`src/rtl/ram_sweep_clr.sv`:
```
// Single-clock RAM with one write port, one read port and selectable read latency.
// Clearing walks the array one word per cycle while busy is high, so it maps to block RAM.
module ram_sweep_clr #(
  parameter int WIDTH    = 4,
  parameter int DEPTH    = 16,
  parameter int READ_LAT = 0,
  parameter int RW_MODE  = 0
) (
  input  logic                     clk,
  input  logic                     clr,
  input  logic                     clr_req,
  input  logic                     wen,
  input  logic [$clog2(DEPTH)-1:0] waddr,
  input  logic [WIDTH-1:0]         wdata,
  input  logic                     ren,
  input  logic [$clog2(DEPTH)-1:0] raddr,
  output logic [WIDTH-1:0]         rdata,
  output logic                     rvalid,
  output logic                     busy
);

  localparam int              AW      = $clog2(DEPTH);
  localparam logic [AW:0]     DEPTH_W = (AW+1)'(DEPTH);
  localparam logic [AW-1:0]   LAST    = AW'(DEPTH - 1);

  typedef enum logic {IDLE, CLEAR} state_t;

  state_t            state, state_nx;
  logic [AW-1:0]     ptr, ptr_nx;
  logic [WIDTH-1:0]  mem [DEPTH];

  logic              waddr_ok, raddr_ok;
  logic              mem_we;
  logic [AW-1:0]     mem_wa;
  logic [WIDTH-1:0]  mem_wd;
  logic [AW-1:0]     raddr_idx;
  logic [WIDTH-1:0]  mem_rd;

  // Handshake: a read is accepted when ren is high and busy is low; rvalid marks
  // the cycle its data is on rdata (same cycle for READ_LAT=0, next for READ_LAT=1).
  always_ff @(posedge clk) begin
    if (clr) begin
      state <= CLEAR;
      ptr   <= '0;
    end else begin
      state <= state_nx;
      ptr   <= ptr_nx;
    end
  end

  always_comb begin
    state_nx = state;
    ptr_nx   = ptr;
    case (state)
      IDLE: begin
        if (clr_req) begin
          state_nx = CLEAR;
          ptr_nx   = '0;
        end
      end
      CLEAR: begin
        if (ptr == LAST) begin
          state_nx = IDLE;
          ptr_nx   = '0;
        end else begin
          ptr_nx = ptr + 1'b1;
        end
      end
      default: begin
        state_nx = IDLE;
        ptr_nx   = '0;
      end
    endcase
  end

  assign busy     = (state == CLEAR);
  assign waddr_ok = ({1'b0, waddr} < DEPTH_W);
  assign raddr_ok = ({1'b0, raddr} < DEPTH_W);

  // One physical write port shared by reset, the sweep and user writes.
  always_comb begin
    mem_we = 1'b0;
    mem_wa = '0;
    mem_wd = '0;
    if (clr) begin
      mem_we = 1'b1;
    end else if (busy) begin
      mem_we = 1'b1;
      mem_wa = ptr;
    end else if (wen && waddr_ok) begin
      mem_we = 1'b1;
      mem_wa = waddr;
      mem_wd = wdata;
    end
  end

  always_ff @(posedge clk) begin
    if (mem_we) mem[mem_wa] <= mem_wd;
  end

  assign raddr_idx = raddr_ok ? raddr : '0;
  assign mem_rd    = mem[raddr_idx];

  generate
    if (READ_LAT == 0) begin : g_comb_read
      assign rdata  = (!busy && raddr_ok) ? mem_rd : '0;
      assign rvalid = ren && !busy;
    end else begin : g_reg_read
      logic [WIDTH-1:0] rdata_q;
      logic             rvalid_q;
      logic             collide;

      assign collide = (RW_MODE == 1) && wen && (waddr == raddr);

      always_ff @(posedge clk) begin
        if (clr) begin
          rdata_q  <= '0;
          rvalid_q <= 1'b0;
        end else if (ren && !busy) begin
          rvalid_q <= 1'b1;
          if (!raddr_ok)    rdata_q <= '0;
          else if (collide) rdata_q <= wdata;
          else              rdata_q <= mem_rd;
        end else begin
          rvalid_q <= 1'b0;
        end
      end

      assign rdata  = rdata_q;
      assign rvalid = rvalid_q;
    end
  endgenerate

endmodule

```
`config.mk`:
```
export PLATFORM = sky130hd
export DESIGN_NAME = ram_sweep_clr
export DESIGN_NICKNAME = d
export VERILOG_FILES = /design/src/rtl/ram_sweep_clr.sv
export SDC_FILE = /design/constraint.sdc
export NUM_CORES = 1
export LEC_CHECK = 0
export ABC_AREA = 1
export CAP_MARGIN = 20
export CELL_PAD_IN_SITES_DETAIL_PLACEMENT = 1
export CELL_PAD_IN_SITES_GLOBAL_PLACEMENT = 1
export CORE_MARGIN = 3
export CORE_UTILIZATION = 45
export CTS_BUF_LIST = sky130_fd_sc_hd__clkbuf_16
export CTS_CLUSTER_DIAMETER = 150
export DETAILED_ROUTE_END_ITERATION = 7
export PLACE_DENSITY = 0.84
export SETUP_SLACK_MARGIN = 0.05
export SYNTH_ARGS = -nofsm -noshare
export SYNTH_HDL_FRONTEND = slang
export SYNTH_SLANG_ARGS = --single-unit
```
`constraint.sdc`:
```
create_clock -name clk -period 1.6 [get_ports clk]
set_input_delay 0.16 -clock clk [delete_from_list [all_inputs] [get_ports clk]]
set_output_delay 0.16 -clock clk [all_outputs]
set_load 0.1 [all_outputs]
```
==> results.md, run 1 <==
Worst setup path
* reg2out — category of the most critical setup path
* mem[11][3] — worst flop-to-flop path endpoint
* busy — Reg2Reg Launch Point
* output pin — Critical Path End Type
* 1.44 ns — required time reported for the critical path endpoint
* rdata[0] — critical path endpoint
* 1 — critical path peak fanout
* flop — Worst Setup Start Kind
* -0.01 ns — Register-to-Register Setup Slack
* mem[13][0] — critical path startpoint
* 1.54 ns — arrival time of data at the critical path endpoint
* 5 — length in cells of the worst reg-to-reg path

Power and ir drop
* 795 uV — Worst VDD drop
* 1000 nW/um^2 — areal power density over the cells
* 1.93 nW — Leak Pwr

Timing
* 0 — Final Hold Violating Endpoints
* 0.754 — slew margin rel.
* 8 — Final setup violation count
* 0.00519 ns — Clock Skew
* 1.06 — post-route clock period utilization
* 0 — max-slew violation count
* 1.70 ns — post-route minimum period
* yes — unrepaired setup endpoints after global routing
* 0.470 ns — worst hold slack across all endpoints
* 0.368 ns — pin slew with the least headroom to its limit
* 590 MHz — Max Clk Rate
* -0.0950 ns — Worst Slack Setup Final

Finish
* 48.7% — post-synthesis to final-layout area growth
* 407 — # nets final
* 0 — ANT cells
* 490 — non-filler instance count after layout
* 0.419 — fraction of final layout cells with drive strength greater than 1

CTS
* 0.06 ns — Clk pin slew, worst setup/hold paths
* 2 — maximum buffer depth of the clock tree
* 0.33 ns — later-pin clock latency in the skew report
* yes — CTS tree
* 9 — CTS buffer count
* 3 — Max H-tree Level
* 0 — hold buffers post-CTS
* 69 — clock net sink count
* clkbuf_16 — Clock Root Buffer

Run status
* finished with violations — outcome
* negative setup slack — violations in the final reports

Yosys
* 3190 um^2 — post-synthesis instance area
* edfxtp_1 — post-synthesis cell type with the largest combined area
* 69 — FF+latch count, synth
* 0 — total of warnings raised by yosys
* 0.635 — post-synthesis sequential area ratio
* 0.603 — Synth top area share
* 333 — gate count of the mapped netlist
* 19 — library cells used by synthesis
* edfxtp_1, nand2_1, nand3_1 — Area contributors post-synth
* 9.57 um^2 — average footprint of a synthesized cell
* 351 — number of nets in the synthesized netlist

Route
* 0 — remaining antenna violation count
* 2730 — count of vias placed by the detailed router
* 12.2 mm — final wirelength
* 0 — Post-route DRC
* 245 — number of DRC markers after the initial detailed-route iteration
* 5.57 — Avg Vias per Cell
* 5 — Initial DRT Pass Iterations
* 25.0 um — WL per Instance

GRT
* 2994 — via count of the first global-routing pass
* 0.294 — global routing usage summed across all routing layers
* 17 — maximum number of pins on one net before global-route repair
* 0 — overflow left after global routing
* 17.6 mm — global-route wire length before repair
* 0 — number of antenna violations at the first check in global routing

Floorplanning
* 8120 um^2 — die outline area
* 90.1 um — Die Wd
* 6830 um^2 — total core area
* 30 — total number of placement rows
* 23 — I/O Pins
* 0.466 — initial cell density of the core
* 90.1 um — die height

Min path
* clr_req — startpoint of the most critical hold path
* in2reg — worst min-delay path category

Job
* 0 — max-capacitance violation count

Place
* -0.371 ns — Worst Setup Slack post-DPL
* 465 — Inst Count DP
* 0.827 — gp weighted congestion
* 22 — number of I/O port buffers
* 6.47 mm — post-detail-place hpwl

## worst max-delay path, cell delays in order (launching register included)
cell      delay, ns
edfxtp_1       0.40
nand2_2        0.09
nand2_2        0.08
nand2_1        0.07
nand3_2        0.09
nand3_2        0.09
a21oi_2        0.19
buf_12         0.19
## worst min path at each step
stage / depth (start not counted) / end
floorplan: 2 / busy
global placement: 2 / ptr[3]
detailed placement: 2 / ptr[2]
CTS: 3 / busy
global route: 3 / busy
finish: 3 / busy
## stage by stage
stage          TNS (ns)   util  power [mW]  cell area (um^2)
2_1_floorplan     -1.10      -        2.19              3310
3_3_place_gp     -16.44  0.558        2.29              3810
3_5_place_dp     -25.42  0.558        2.31              3810
4_1_cts         -0.0578  0.670        4.64              4580
5_1_grt           -1.20  0.693        4.83              4740
6_report         -0.339  0.693        4.74              4740
## layer usage
layer | track usage | vias up | share of wire
li1 | - | 1198 | -
met1 | 0.344 | 1368 | 0.37
met2 | 0.518 | 125 | 0.54
met3 | 0.0611 | 39 | 0.054
met4 | 0.130 | 0 | 0.041
met5 | 0 | - | 0
## placed cells by master (no fill, tap or decap), types with 2 or more instances in the layout
cell              n
inv_2             6
a21oi_1           7
nor2_1            7
inv_4             3
clkbuf_16         9
buf_4            23
nand2_4           7
o21ai_0           3
a21oi_2           2
nor2_4           21
inv_1            36
a22oi_2           2
nand3_1          14
nand2_8           2
nand2_2          27
nand2_1          77
clkdlybuf4s50_1  13
buf_6             6
bufinv_16         3
nand3_2          28
buf_12            8
dfxtp_1           4
a21oi_4           4
edfxtp_1         64
## synth_stat cells (all sizes together)
cell	n
a21oi	13
a22oi	2
buf	13
dfxtp	5
edfxtp	64
ha	1
inv	45
nand2	113
nand3	43
nor2	29
nor3	1
o21ai	3
xnor2	1
## kinds of logic (layout without fill, tap and decap cells)
group,Yosys count,after routing,share of synthesized area
xor gates and xnor gates,1,1,0.00275
and+or+nand+nor,186,186,0.240
DFF,69,69,0.635
buffers and inverters,58,119,0.0892
adders and majority gates,1,1,0.00393
AOI/OAI and AO/OA,18,18,0.0298
## power by group
group          leakage (nW)  internal, mW  switching [mW]  total (mW)
sequential            0.728          1.97          0.0191        1.99
clock                 0.167          1.52           0.789        2.31
combinational          1.04         0.173           0.269       0.441
## area by class of cell
type | instances | area, um^2
fill | 681 | 2100
sequential | 69 | 2030
multi-input combinational | 206 | 1410
timing repair buffer | 56 | 632
clock buffer | 9 | 225
inverter | 45 | 189
tap | 96 | 120
clock inverter | 7 | 115
timing repair inverter | 2 | 20.0
## state kept, by name, indices dropped and copies added (netlist names)
name and flops:
busy 1, mem 64, ptr 4
## what timing repair did
item                                    CTS  global route
endpoints found under the setup margin   68            69
cloned                                    4             0
hold endpoints to repair                  0             0
setup buffers                             7             1
pin swaps                                48            36
gates resized for setup                  78            43
Note: power is estimated with default switching activity, not from simulation.
==> inputs of run 2 (changes only) <==
--- a/config.mk
+++ b/config.mk
@@ -12,7 +12,6 @@
 export CORE_MARGIN = 3
 export CORE_UTILIZATION = 45
 export CTS_BUF_LIST = sky130_fd_sc_hd__clkbuf_16
-export CTS_CLUSTER_DIAMETER = 150
 export DETAILED_ROUTE_END_ITERATION = 7
 export PLACE_DENSITY = 0.84
 export SETUP_SLACK_MARGIN = 0.05
==> results of run 2 <==
No change in the layout: final DEF, timing and power equal those of run 1.
==> inputs of run 3 (changes only) <==
--- a/config.mk
+++ b/config.mk
@@ -14,6 +14,7 @@
 export CTS_BUF_LIST = sky130_fd_sc_hd__clkbuf_16
 export DETAILED_ROUTE_END_ITERATION = 7
 export PLACE_DENSITY = 0.84
+export RECOVER_POWER = 100
 export SETUP_SLACK_MARGIN = 0.05
 export SYNTH_ARGS = -nofsm -noshare
 export SYNTH_HDL_FRONTEND = slang
==> run 3 against run 2 <==
Die area stayed put. The flow still finishes with violations (negative setup slack). Sequential share of layout area is 0.34 points higher. Maximum frequency is 0.26% lower. Critical path type unchanged. Largest power group unchanged. Utilization is 0.55 points lower. Clock skew is 0.00076 ns higher. Via count is 0.73% higher. Register-to-register slack hardly changed. Power hardly changed.
==> results.md, run 3 (synthesis results as in run 1) <==
Worst setup path
* mem[13][0] — critical path startpoint
* 1 — critical path buffer and inverter count, unchanged
* output pin — Critical Path End Type
* 1.54 ns — arrival time of data at the critical path endpoint, about the same
* edfxtp_1 — cell with the largest stage delay on the worst path
* 4 — length in cells of the worst reg-to-reg path, -1
* simple AND/OR/NAND/NOR gates — kind of cell with the highest combined delay on the critical path
* flop — Worst Setup Start Kind
* 1 — critical path peak fanout, unchanged
* ptr[0] — Reg2Reg Launch Point
* 7 — logic depth of the worst path, buffers included, unchanged
* 0.40 ns — delay of the slowest cell on the worst path, about the same
* reg2out — category of the most critical setup path
* nand2_2 -> nand2_2 -> nand2_1 -> nand3_2 -> nand3_2 -> a21oi_2 -> buf_12 — cell breakdown of the critical path
* 1.44 ns — required time reported for the critical path endpoint, about the same

Route
* 25.0 um — WL per Instance, +0.33%
* 2750 — count of vias placed by the detailed router, +0.73%
* 0 — remaining antenna violation count, unchanged
* 5.61 — Avg Vias per Cell, +0.73%
* 4 — Initial DRT Pass Iterations, -1
* 0 — Post-route DRC, unchanged
* 12.3 mm — final wirelength, +0.33%
* 251 — number of DRC markers after the initial detailed-route iteration, +2.4%

CTS
* 69 — clock net sink count, unchanged
* 0.34 ns — later-pin clock latency in the skew report, about the same
* 0.06 ns — Clk pin slew, worst setup/hold paths, about the same
* yes — CTS tree
* clkbuf_16 — Clock Root Buffer
* 2 — maximum buffer depth of the clock tree, unchanged
* 9 — CTS buffer count, unchanged
* 3 — Max H-tree Level, unchanged

Floorplanning
* 6830 um^2 — total core area, unchanged
* 8120 um^2 — die outline area, unchanged
* 90.1 um — Die Wd, unchanged
* 30 — total number of placement rows, unchanged
* 0.466 — initial cell density of the core, unchanged
* 90.1 um — die height, unchanged
* 23 — I/O Pins, unchanged

Finish
* 685 — number of filler cells placed in the layout, +0.59%
* nand2_1 — most common cell after layout, fill and taps aside
* 407 — # nets final, unchanged
* 0.414 — fraction of final layout cells with drive strength greater than 1, -0.00508
* 4700 um^2 — post-route cell area, -0.79%
* 0 — ANT cells, unchanged
* nand2_1, edfxtp_1, inv_1, nand3_2, nand2_2 — most frequent cells in the layout
* mem — largest register by flop count
* 47.5% — post-synthesis to final-layout area growth
* 64 — Largest register FFs, unchanged

Min path
* in2reg — worst min-delay path category
* clr_req — startpoint of the most critical hold path
* 3 — number of instances on the worst hold path, unchanged

Power and ir drop
* 1.92 nW — Leak Pwr, -0.78%
* 0.420 — sequential fraction of design power, about the same
* 0.093 — combinational share of power, about the same
* 0.488 — relative contribution of the clock network to total power, about the same
* 781 uV — Worst VDD drop, -1.8%
* 1010 nW/um^2 — areal power density over the cells, +0.83%
* 1.08 mW — net load switching power, +0.39%
* 0.228 — fraction of power spent switching nets, +0.000818
* 3.66 mW — Internal Power, about the same

Timing
* 0 — max-slew violation count, unchanged
* yes — unrepaired setup endpoints after global routing
* 1.70 ns — post-route minimum period, +0.00445 ns
* 0.754 — slew margin rel., about the same
* 0.00595 ns — Clock Skew, +0.000761 ns
* -0.0995 ns — Worst Slack Setup Final, -0.00445 ns
* 1.06 — post-route clock period utilization, +0.00278
* 588 MHz — Max Clk Rate, -0.26%
* 0.369 ns — pin slew with the least headroom to its limit, +0.000502 ns
* 32 — Final setup violation count, +24
* 0 — Final Hold Violating Endpoints, unchanged
* 0.469 ns — worst hold slack across all endpoints, -0.000765 ns

Place
* 6.47 mm — post-detail-place hpwl, unchanged
* 22 — number of I/O port buffers, unchanged
* 3810 um^2 — Placement Cell Area, unchanged
* 0.827 — gp weighted congestion, unchanged

GRT
* 0 — overflow left after global routing, unchanged
* 17 — maximum number of pins on one net before global-route repair, unchanged
* 2994 — via count of the first global-routing pass, unchanged
* 17.6 mm — global-route wire length before repair, unchanged
* 0.294 — global routing usage summed across all routing layers, unchanged
* 0 — number of antenna violations at the first check in global routing, unchanged

Job
* 0 — max-capacitance violation count, unchanged

Run status
* finished with violations — outcome
* negative setup slack — violations in the final reports

==> run 3: worst min-delay path, cell delays in order <==
cell	delay [ns]
clkdlybuf4s50_1	0.48
a21oi_1	0.07
nand2_1	0.07
==> run 3: what timing repair did <==
item / 4_1_cts / 5_1_grt
setup buffers: 7 / 1
gates cloned: 4 / 0
hold buffers: 0 / 0
resized for setup: 78 / 43
endpoints found under the setup margin: 68 / 69
pin swaps: 48 / 36
==> run 3: metrics by stage <==
step | TNS (ns) | power, mW | instances | worst slack, ns | utilization
finish | -0.661 | 4.74 | 490 | -0.0995 | 0.688
global route | -3.91 | 4.83 | 490 | -0.149 | 0.688
CTS | -0.0578 | 4.64 | 491 | -0.0195 | 0.670
detailed placement | -25.42 | 2.31 | 465 | -0.371 | 0.558
global placement | -16.44 | 2.29 | 465 | -0.285 | 0.558
floorplan | -1.10 | 2.19 | 333 | -0.197 | -
==> run 3: layer usage <==
metal	wire length (um)	vias to the layer above	GRT usage
met5	0	-	0
met4	461	0	0.130
met3	728	37	0.0611
met2	6620	150	0.518
met1	4460	1363	0.344
li1	-	1200	-
==> run 3: final cells by class <==
| type | count | area [um^2] | share of cell area |
|---|---|---|---|
| clock inverters | 7 | 115 | 0.0245 |
| repair inverters | 2 | 20.0 | 0.00426 |
| repair buffers | 56 | 594 | 0.126 |
| well taps | 96 | 120 | 0.0256 |
| flip-flops and latches | 69 | 2030 | 0.431 |
| clock buffers | 9 | 225 | 0.0479 |
| multi-input cells | 206 | 1410 | 0.300 |
| inverters | 45 | 189 | 0.0402 |
==> run 3: path summary, 6_finish.rpt <==
check | to | slack [ns]
worst max-delay path | rdata[0] | -0.1
worst min-delay path | busy | 0.47
worst max register to register | mem[11][2] | -0.01
worst min register to register | ptr[2] | 0.54
==> run 3: power groups by stage <==
stage               combinational, mW  clock (mW)  sequential (mW)
detailed placement              0.286           0             2.02
finish                          0.438        2.31             1.99
global placement                0.270           0             2.02
floorplan                       0.178           0             2.02
global route                    0.462        2.38             1.99
CTS                             0.383        2.27             1.98
